<file path="src/rtl/bin2bcd_seq.sv">
// Sequential binary-to-BCD converter (double-dabble, one bit per clock).
// Feeds the seven-segment display driver; bcd holds its value between done pulses.
//
// state | meaning
// ------+--------------------------------------------------------------
// IDLE  | waiting for start; done cycle is also an IDLE cycle
// SHIFT | one add-3/shift iteration per clock, cnt iterations remaining
module bin2bcd_seq #(
  parameter int WIDTH  = 13,
  parameter int DIGITS = 4
) (
  input  logic                  clk,
  input  logic                  rst,
  input  logic                  start,
  input  logic [WIDTH-1:0]      bin,
  output logic                  busy,
  output logic                  done,
  output logic [4*DIGITS-1:0]   bcd
);

  localparam int BW = 4 * DIGITS;
  localparam int CW = $clog2(WIDTH + 1);
  localparam int TW = BW + WIDTH;

  typedef enum logic {
    IDLE  = 1'b0,
    SHIFT = 1'b1
  } state_t;

  state_t          state, state_nxt;
  logic [WIDTH-1:0] sr, sr_nxt;
  logic [BW-1:0]   acc, acc_nxt;
  logic [CW-1:0]   cnt, cnt_nxt;
  logic            busy_nxt, done_nxt;
  logic [BW-1:0]   bcd_nxt;
  logic [BW-1:0]   adj;
  logic [TW-1:0]   shifted;

  // Add 3 to every digit >= 5; a nibble tops out at 4'hC so no carry crosses digits.
  always_comb begin
    adj = acc;
    for (int i = 0; i < DIGITS; i++) begin
      if (acc[4*i +: 4] >= 4'd5) adj[4*i +: 4] = acc[4*i +: 4] + 4'd3;
    end
  end

  assign shifted = {adj, sr} << 1;

  // Next-state and datapath updates; done defaults low so it is a single-cycle pulse.
  always_comb begin
    state_nxt = state;
    sr_nxt    = sr;
    acc_nxt   = acc;
    cnt_nxt   = cnt;
    busy_nxt  = busy;
    done_nxt  = 1'b0;
    bcd_nxt   = bcd;
    case (state)
      IDLE: begin
        if (start) begin
          sr_nxt    = bin;
          acc_nxt   = '0;
          cnt_nxt   = CW'(WIDTH);
          busy_nxt  = 1'b1;
          state_nxt = SHIFT;
        end
      end
      SHIFT: begin
        acc_nxt = shifted[TW-1:WIDTH];
        sr_nxt  = shifted[WIDTH-1:0];
        cnt_nxt = cnt - CW'(1);
        if (cnt == CW'(1)) begin
          bcd_nxt   = shifted[TW-1:WIDTH];
          done_nxt  = 1'b1;
          busy_nxt  = 1'b0;
          state_nxt = IDLE;
        end
      end
      default: begin
        busy_nxt  = 1'b0;
        state_nxt = IDLE;
      end
    endcase
  end

  // State and datapath registers; reset clears everything including the held result.
  always_ff @(posedge clk or posedge rst) begin
    if (rst) begin
      state <= IDLE;
      sr    <= '0;
      acc   <= '0;
      cnt   <= '0;
      busy  <= 1'b0;
      done  <= 1'b0;
      bcd   <= '0;
    end else begin
      state <= state_nxt;
      sr    <= sr_nxt;
      acc   <= acc_nxt;
      cnt   <= cnt_nxt;
      busy  <= busy_nxt;
      done  <= done_nxt;
      bcd   <= bcd_nxt;
    end
  end

endmodule

</file>
<file path="config.mk">
export PLATFORM = sky130hd
export DESIGN_NAME = bin2bcd_seq
export DESIGN_NICKNAME = d
export VERILOG_FILES = /design/src/rtl/bin2bcd_seq.sv
export SDC_FILE = /design/constraint.sdc
export NUM_CORES = 1
export LEC_CHECK = 0
export ABC_AREA = 0
export CORE_MARGIN = 3
export CORE_UTILIZATION = 49
export CTS_CLUSTER_DIAMETER = 30
export DETAILED_ROUTE_END_ITERATION = 8
export PLACE_DENSITY_LB_ADDON = 0.2
export SYNTH_ARGS = -nofsm -noshare
export SYNTH_HDL_FRONTEND = slang
export SYNTH_SLANG_ARGS = --single-unit
</file>
<file path="constraint.sdc">
create_clock -name clk -period 1.64 [get_ports clk]
set_input_delay 0.492 -clock clk [delete_from_list [all_inputs] [get_ports clk]]
set_output_delay 0.492 -clock clk [all_outputs]
set_load 0.05 [all_outputs]
</file>
# After elaboration in Yosys (flattened, before gate mapping)
# Cells that the tools add are included.
# op_classes
addsub,5
multipliers,0
div,0
n_lt_le_gt_ge,4
n_eq_ne,3
shifts,0
muxes,18
bitwise,1
n_reduce_logical,2
# ops
cell,n
$pmux 16 s2,1
$pmux 13 s2,1
$ge 4x3->1 const B,4
$mux 16,1
$mux 4,4
$mux 13,1
$add 4x2->4 const B,3
$pmux 4 s2,1
$mux 1,6
$eq 4x1->1 const B,1
$pmux 1 s2,2
$reduce_and 2->1,2
$sub 4x1->4 const B,1
$add 3x2->3 const B,1
$mux 3,1
$ne 2x1->1 const B,1
$ne 2x2->1 const B,1
$not 1->1,1
# word_totals
regBits,52
latch_bits,0
ram_bits,0
romBits,0
inputBits,16
elab_cells,40
memories,0

# Logic depth before layout (Yosys ltp)
# depth
word_depth,3
mapped_depth,7

# Least setup slack after synthesis
# No wires, ideal clock.
# synth_path
path_type,reg-to-reg
from,register cnt[1]
to,register bcd[13]
t_arrival_ps,1574
path_slack_ps,-59
stages_incl_launch_ff,7
n_path_buf,1
cell_sequence,dfrtp_1 -> inv_1 -> ha_1 -> or4b_4 -> clkinv_2 -> buf_6 -> mux2_2
# synth_via
elab_chain_len,2
# synth_lines
item,line,rtl
from (decl),33,"logic [CW-1:0] cnt, cnt_nxt;"
from (signal assigned),100,cnt <= cnt_nxt;
$eq 4x1->1,72,if (cnt == CW'(1)) begin
$reduce_and 2->1 (no source line),-,
to (signal assigned),103,bcd <= bcd_nxt;
to (decl),18,output logic [4*DIGITS-1:0] bcd
# No other way between the ends.
# A chain may end at the register's enable or synchronous reset.

# Final worst setup path
# layout_path
from,register cnt[1]
to,register bcd[1]
# The elaborated chain is that of the path after synthesis.

==> out/qor.yml <==
fin_area_um2: 3320
end_kind: "register"
gp_congestion: 0.750
worst_pin_slew_ns: 0.631
dpl_cell_area_um2: 3100
cts_tree: "built"
synth_top_family_by_area: "compound AO/OA/AOI/OAI gates"
slew_viol_final: 0
grt_pass1_vias: 1878
path_max_fanout: 7
path_cells: "inv_2, ha_4, or4b_4, clkinv_8, mux2_4"
clock.fmax_ghz: 0.601
slowest_delay_ns: 0.53
n_antenna_cell: 0
netlist_instances: 234
critPathArrivalTime_ns: 1.86
synth_top_area_cell: "dfrtp_1"
synthFlopType: "dfrtp_1"
ir_drop_mv: 0.939
drive_above_1_share: 0.226
synthDistinctLibCells: 26
vias: 1834
synth.avg_cell_area_um2: 10.4
status: "finished, violations left"
drc: 0
vias_per_cell: 5.24
violations: "setup timing"
clock_latency_ns: 0.31
rsz0062_at_grt: "true"
power.density_nw_per_um2: 2110
htreeDepth: 2
track_usage: 0.179
crit_family: "simple AND/OR/NAND/NOR gates"
hp-class: "reg2reg"
antenna_left: 0
hold_viol: 0
cts_inserted_buffers: 5
cts_root_buf: "clkbuf_8"
hold_slack_ns: 0.492
finalNetCount: 308
cts_sinks: 52
synth_most_common_cell: "dfrtp_1"
die_y_um: 76.6
synth_common_cells: "dfrtp_1, nand2_1, o21ai_0"
power_mw: 7.02
synthToLayoutAreaGrowth_pct: 36.0
yosys.area_share.xor_xnor: 0.0215
wirelength_um: 4870
critical_path.slowest_cell: "or4b_4"
die_w_um: 76.6
yosys.area_share.simple: 0.120
leakagePower_nw: 1.54
synth.area.mux_share: 0.107
fin_skew_ns: 0.00741
netlist.area_leader.share: 0.533
start_util: 0.513
io_pins: 34
fillers: 381
period_share: 1.01
die-area_um2: 5860
wl_per_cell_um: 13.9
synthTopCellsByArea: "dfrtp_1, mux2i_1, ha_1"
antenna_found_initial: 0
seq_area_frac_synth: 0.533
synth_compound_gate_area_share: 0.125
setup_ws_ns: -0.0230
row_count: 25
grt_pass1_wl_um: 8450
syn_nets: 260
ys_seq_elements: 52
clk_pin_slew_ns: 0.09
drt_pass1_iterations: 4
coreArea_um2: 4750
synthAdderAreaFrac: 0.0513
grt_overflow: 0
cp-start-kind: "register"
synth_edf_count: 0
ys_warn_count: 0
drt_iter0_drc: 91
period_needed_ns: 1.66
required_ns: 1.84
io_buffers: 33
dp_hpwl_um: 3160
slew_headroom: 0.578
maxCapViolations: 0
grt_start_max_net_pins: 53
crit_type: "reg2reg"
netlist_area_um2: 2440
critPathBufInv: 2
setup_viol: 8
synthArstFlopShare: 1.00
cts_buffer_depth: 2
==> state kept, by name, summed over array words and instances (netlist names) <==
signal	count
done	1
busy	1
state	1
sr	13
acc	16
cnt	4
bcd	16
==> cells in the final DEF (no fill, tap or decap), types with 2 or more instances in the layout <==
cell type,synthesis,routed
a21o_1,4,4
buf_4,0,13
xnor2_1,6,6
mux2_4,0,8
clkinv_4,0,2
clkbuf_8,0,5
a21oi_2,0,3
nand2b_1,4,4
dfrtp_1,52,52
o21ai_0,24,23
nor2_1,6,5
inv_1,12,10
clkdlybuf4s50_1,0,15
ha_1,10,9
mux2i_1,17,16
nand2_1,31,31
buf_6,1,4
nor3_1,11,11
nor3b_1,6,6
o22ai_1,5,5
inv_2,1,2
nand3_1,3,3
a21oi_1,15,12
a22o_1,4,4
clkinv_2,1,2
buf_12,0,19
==> what timing repair did <==
action	CTS	global route
hold endpoints to repair	0	0
pin swaps	0	1
resized for setup	9	13
setup buffers	5	0
endpoints found under the setup margin	9	18
hold buffers	0	0
cloned	1	0
==> tightest hold or removal path: stages (launching register included) <==
cell and delay, ns:
dfrtp_1 0.36, nand2_1 0.05, o21ai_0 0.06
==> where the power goes <==
group	internal, mW	total [mW]	switching (mW)
Clock	0.298	0.722	0.423
Sequential	1.84	2.36	0.516
Combinational	1.95	3.94	1.99
Total	4.09	7.02	2.93
==> final timing paths <==
| path | startpoint | end | slack, ns | depth (start not counted) |
|---|---|---|---|---|
| max in group asynchronous | rst | bcd[9]$_DFFE_PP0P_ | 0.82 | 3 |
| hold / removal | sr[4]$_DFFE_PP0P_ | sr[5]$_DFFE_PP0P_ | 0.49 | 2 |
| hold reg to reg | sr[4]$_DFFE_PP0P_ | sr[5]$_DFFE_PP0P_ | 0.49 | 2 |
| min in group asynchronous | rst | bcd[10]$_DFFE_PP0P_ | 0.59 | 3 |
| setup reg to reg | cnt[1]$_DFFE_PP0P_ | bcd[1]$_DFFE_PP0P_ | -0.02 | 5 |
| setup / recovery | cnt[1]$_DFFE_PP0P_ | bcd[1]$_DFFE_PP0P_ | -0.02 | 5 |
==> layer usage <==
| layer | GRT usage | routed length [µm] | vias to the layer above |
|---|---|---|---|
| met5 | 0 | 0 | - |
| met2 | 0.318 | 2480 | 28 |
| met4 | 0.0652 | 76 | 0 |
| li1 | - | - | 899 |
| met1 | 0.215 | 2200 | 899 |
| met3 | 0.0355 | 118 | 8 |
==> cell families after synthesis <==
group,Yosys count
buf+inv,25
fa+ha+maj,10
xor+xnor,6
mux,25
simple gates,62
flops,52
compound gates,54
==> per-stage QoR <==
| stage | setup slack, ns | setup TNS, ns | cells | util |
|---|---|---|---|---|
| global route | -0.0601 | -0.514 | 350 | 0.698 |
| global placement | -0.132 | -2.34 | 336 | 0.653 |
| finish | -0.0230 | -0.153 | 350 | 0.698 |
| floorplan | -0.0534 | -0.203 | 234 | - |
| CTS | -0.0258 | -0.0995 | 350 | 0.689 |
| detailed placement | -0.174 | -3.59 | 336 | 0.653 |
==> area by class of cell <==
| cell class | instances | area [µm²] | share of cell area |
|---|---|---|---|
| flip-flops and latches | 52 | 1300 | 0.392 |
| multi-input cells | 157 | 1100 | 0.330 |
| repair buffers | 51 | 673 | 0.203 |
| well taps | 67 | 83.8 | 0.0253 |
| clock buffers | 5 | 68.8 | 0.0207 |
| inverters | 14 | 68.8 | 0.0207 |
| clock inverters | 3 | 18.8 | 0.00565 |
| repair inverters | 1 | 8.76 | 0.00264 |
(Power assumes the default switching activity.)
